**src/rtl/dtw_traceback.sv**
```systemverilog
// DTW traceback: walks the warping path from (len_t, len_r) back to (0,0)
// through the path-code RAM, streaming each visited cell most recent first.
module dtw_traceback #(
   parameter int IDX_W = 5,
   parameter int LEN_W = 6
) (
   input  logic               clk,
   input  logic               rst,
   input  logic               start,
   input  logic [IDX_W-1:0]   i_len_t,
   input  logic [IDX_W-1:0]   i_len_r,
   output logic               mem_rd_en,
   output logic [2*IDX_W-1:0] mem_addr,
   input  logic [1:0]         mem_path,
   output logic               out_valid,
   input  logic               out_ready,
   output logic [IDX_W-1:0]   out_tindex,
   output logic [IDX_W-1:0]   out_rindex,
   output logic               out_last,
   output logic               busy,
   output logic               done,
   output logic               err,
   output logic [LEN_W-1:0]   o_len
);

   typedef enum logic [2:0] {
      IDLE, EMIT, READ, WAIT, DONE, ERR
   } state_t;

   state_t           state, state_nx;
   logic [IDX_W-1:0] t, r, t_nx, r_nx;
   logic [LEN_W-1:0] len, len_nx;
   logic             t_zero, r_zero;

   assign t_zero = (t == '0);
   assign r_zero = (r == '0);

   always_ff @(posedge clk or posedge rst) begin
      if (rst) begin
         state <= IDLE;
         t     <= '0;
         r     <= '0;
         len   <= '0;
      end else begin
         state <= state_nx;
         t     <= t_nx;
         r     <= r_nx;
         len   <= len_nx;
      end
   end

   always_comb begin
      state_nx  = state;
      t_nx      = t;
      r_nx      = r;
      len_nx    = len;
      out_valid = 1'b0;
      out_last  = 1'b0;
      mem_rd_en = 1'b0;
      busy      = 1'b0;
      done      = 1'b0;
      err       = 1'b0;
      unique case (state)
         IDLE: begin
            if (start) begin
               t_nx     = i_len_t;
               r_nx     = i_len_r;
               len_nx   = '0;
               state_nx = EMIT;
            end
         end
         EMIT: begin
            busy      = 1'b1;
            out_valid = 1'b1;
            out_last  = t_zero & r_zero;
            if (out_ready) begin
               len_nx = len + LEN_W'(1);
               // Edge cells have only one legal predecessor: skip the RAM.
               if (t_zero && r_zero) begin
                  state_nx = DONE;
               end else if (t_zero) begin
                  r_nx = r - IDX_W'(1);
               end else if (r_zero) begin
                  t_nx = t - IDX_W'(1);
               end else begin
                  state_nx = READ;
               end
            end
         end
         READ: begin
            busy      = 1'b1;
            mem_rd_en = 1'b1;
            state_nx  = WAIT;
         end
         WAIT: begin
            busy = 1'b1;
            case (mem_path)
               2'b11: begin
                  t_nx     = t - IDX_W'(1);
                  r_nx     = r - IDX_W'(1);
                  state_nx = EMIT;
               end
               2'b10: begin
                  t_nx     = t - IDX_W'(1);
                  state_nx = EMIT;
               end
               2'b01: begin
                  r_nx     = r - IDX_W'(1);
                  state_nx = EMIT;
               end
               default: state_nx = ERR;
            endcase
         end
         DONE: begin
            done     = 1'b1;
            state_nx = IDLE;
         end
         ERR: begin
            done     = 1'b1;
            err      = 1'b1;
            state_nx = IDLE;
         end
         default: state_nx = IDLE;
      endcase
   end

   assign mem_addr   = {t, r};
   assign out_tindex = t;
   assign out_rindex = r;
   assign o_len      = len;

endmodule

```
**config.mk**
```make
export PLATFORM = sky130hd
export DESIGN_NAME = dtw_traceback
export DESIGN_NICKNAME = d
export VERILOG_FILES = /design/src/rtl/dtw_traceback.sv
export SDC_FILE = /design/constraint.sdc
export NUM_CORES = 1
export LEC_CHECK = 0
export CAP_MARGIN = 0
export CORE_UTILIZATION = 35
export CTS_BUF_LIST = sky130_fd_sc_hd__clkbuf_2
export DETAILED_ROUTE_END_ITERATION = 16
export PLACE_DENSITY_LB_ADDON = 0.12
export SLEW_MARGIN = 30
export SYNTH_ARGS = -nofsm -noshare
export SYNTH_HDL_FRONTEND = slang
export SYNTH_SLANG_ARGS = --single-unit
```
**constraint.sdc**
```tcl
create_clock -name clk -period 2 [get_ports clk]
set_clock_uncertainty 0.05 [all_clocks]
set_input_delay 0.5 -clock clk [delete_from_list [all_inputs] [get_ports clk]]
set_output_delay 0.5 -clock clk [all_outputs]
set_load 0.03 [all_outputs]
```
==> flow_summary.toml <==
[run_status]
outcome = "finished, violations left"
violations = "setup timing"

[timing]
hold_slack_ps = 384
layout_min_cycle_time_ps = 2340
max_slew_margin_pct = 78.6
fin_setup_tns_ps = -1600
drv_slew = 0
setup_ws_ps = -345
hold_violations = 0
grt_setup_unrepaired = "yes"
finalCritPeriodShare_pct = 117
tightest_slew_ps = 320
fmax_mhz = 426
setup_violations = 10

[route]
avgViaCountPerCell = 5.23
antenna_left = 0
avgRoutedWirePerCell_um = 14.2
wl_um = 3740
via_count = 1376
drc = 0
drtPass1Iterations = 4
drt_first_iter_violations = 60

[clocking]
cts_max_path_buffers = 2
clk_pin_slew_worst_paths_ps = 210
root_buffer = "clkbuf_2"
clk_latency_ps = 340
cts_tree = "done"
cts_sinks = 19
h-tree-depth = 1
numCtsBuffers = 3

[global_routing]
grt.total_usage_pct = 19.4
grt_max_degree = 20
grt_pass1_vias = 1386
overflow = 0
antenna_found_initial = 0
grt_pass1_wl_um = 6210

[synthesis]
synth_warnings = 0
async_flop_share_pct = 100
ys_types = 40
synth_top_family_by_area = "simple AND/OR/NAND/NOR gates"
synth-compound-area-share_pct = 23.7
syn_inst = 154
avgSynthCellArea_um2 = 8.61
synth_edf_count = 0
syn-num-nets = 173
synth-simple-area-share_pct = 24.6
synth.largest_area_cell = "dfrtp_1"
ys_seq_area_share_pct = 35.8
synth_mux_area_share_pct = 1.60
netlist.area_leader.share_pct = 35.8
synth-seq-cells = 19
synth-xor-area-share_pct = 0.660
synth_area_leaders = "dfrtp_1, buf_4, a21oi_1"
synth_fa_ha_area_share_pct = 2.83
syn_area_um2 = 1330
synth-main-ff-cell = "dfrtp_1"

[cells_and_area]
layout_common_cells = "buf_4, dlygate4sd2_1, dfrtp_1"
syn_to_final_growth_pct = 54.2
layout_commonest_cell = "buf_4"
drive_gt1_share_pct = 30.9
stdcell_count = 263
finalCoreUtilization_pct = 58.9
num_antenna_cells = 0
final_nets = 237

[power_and_ir_drop]
total_leakage_power_nw = 0.968
vdd_drop_max_uv = 724
powerDensity_nw_per_um2 = 1630
power_mw = 3.34

[worst_hold_path]
min_path_type = "input pin to async pin"

[placed_design]
gp_congestion = 0.897
port_buffers = 47
dp.cells = 251
place_hpwl_um = 2790

[floorplanning]
ios = 48
coreArea_um2 = 3470
die_area_um2 = 4040
dieHeight_um = 63.6
initial_core_util_pct = 38.2
num_rows = 21
fp.dieW_um = 63.6

[critical_path]
crit_type = "flip-flop to output port"
required_ps = 1450
start_kind = "flip-flop"
endpoint_kind = "output port"
worst-path-buf-inv = 2
crit_family = "simple AND/OR/NAND/NOR gates"
arrival_ps = 1790
crit_slowest_cell = "or4b_4"
critPathMaxStageDelay_ps = 480
crit_fanout = 2
crit_chain = "inv_2, ha_4, or4b_4, nor3_4, buf_6"

[run]
cap_violations = 0
area by class of cell:
| type | count | area (µm²) |
|---|---|---|
| sequential | 19 | 478 |
| tap | 46 | 57.6 |
| fill | 348 | 1420 |
| clock buffer | 3 | 15.0 |
| clock inverter | 1 | 7.51 |
| timing repair buffer | 77 | 677 |
| inverter | 7 | 31.3 |
| multi-input combinational | 110 | 778 |
cell families (layout without fill, tap and decap cells):
logic type,Yosys count,count (layout)
DFF,19,19
and+or+nand+nor,59,59
adders and majority gates,3,3
muxes,2,2
xor gates and xnor gates,1,1
AOI/OAI and AO/OA,45,45
buffers and inverters,25,88
where the power goes:
group / leakage (nW) / switching, mW / internal, mW
registers: 0.234 / 0.141 / 0.534
logic: 0.722 / 1.44 / 1.04
clock network: 0.0126 / 0.138 / 0.0465
total: 0.968 / 1.72 / 1.62
sequential cells by signal, indices dropped and copies added, names as in the netlist:
signal	flops
o_len	6
out_rindex	5
out_tindex	5
state	3
final timing paths:
kind / from / endpoint / slack (ps) / depth (start not counted)
min reg2reg: o_len[5] / o_len[5] / 460 / 1
min: rst / o_len[0] / 380 / 3
min in group clk: o_len[5] / o_len[5] / 460 / 1
max: out_tindex[0] / out_last / -340 / 5
max reg2reg: out_tindex[0] / out_rindex[4] / -250 / 9
max in group asynchronous: rst / out_rindex[0] / 1290 / 3
timing repair:
item / in CTS / in global routing
pin swaps: 4 / 5
setup buffers: 6 / 3
endpoints found under the setup margin: 30 / 14
gates cloned: 0 / 0
resized for setup: 33 / 17
hold buffers: 0 / 0
synthesized netlist by cell type, types with 2 or more instances:
master     n
a21oi_1   12
a31o_2     2
a31oi_1    7
a32o_1     3
and2_1     2
and2_4     2
and4_1     2
buf_2      2
buf_4     10
clkbuf_1   5
dfrtp_1   19
ha_1       3
inv_1      6
nand2_1    7
nand2b_1   7
nand3_1   10
nand3b_1   3
nor2_1    14
nor2b_1    2
nor3_1     5
o2111a_1   2
o211ai_1   2
o21ai_0    9
o21bai_1   2
worst reg2reg max path: stages (launching register included):
cell      delay [ps]
dfrtp_2          450
inv_2             70
ha_4             120
or4b_4           480
buf_4            160
buf_6            110
buf_4            130
o21ai_4          240
and2_4           220
o2111a_1         170
per-layer routing:
metal | track usage [%] | share of wire [%] | vias to the layer above | routed length (µm)
met4 | 7.10 | 1.5 | 0 | 57
li1 | - | - | 680 | -
met5 | 0 | 0 | - | 0
met2 | 32.4 | 49 | 38 | 1820
met1 | 25.0 | 46 | 651 | 1720
met3 | 2.72 | 3.9 | 7 | 147
per-stage QoR:
| step | setup slack, ps | instance area (µm²) |
|---|---|---|
| CTS | -354 | 2000 |
| global route | -413 | 2040 |
| finish | -345 | 2040 |
| floorplan | -143 | 1360 |
| detailed placement | -96.9 | 1930 |
| global placement | -68.3 | 1930 |
No activity file was read; power rests on OpenSTA's default activity.
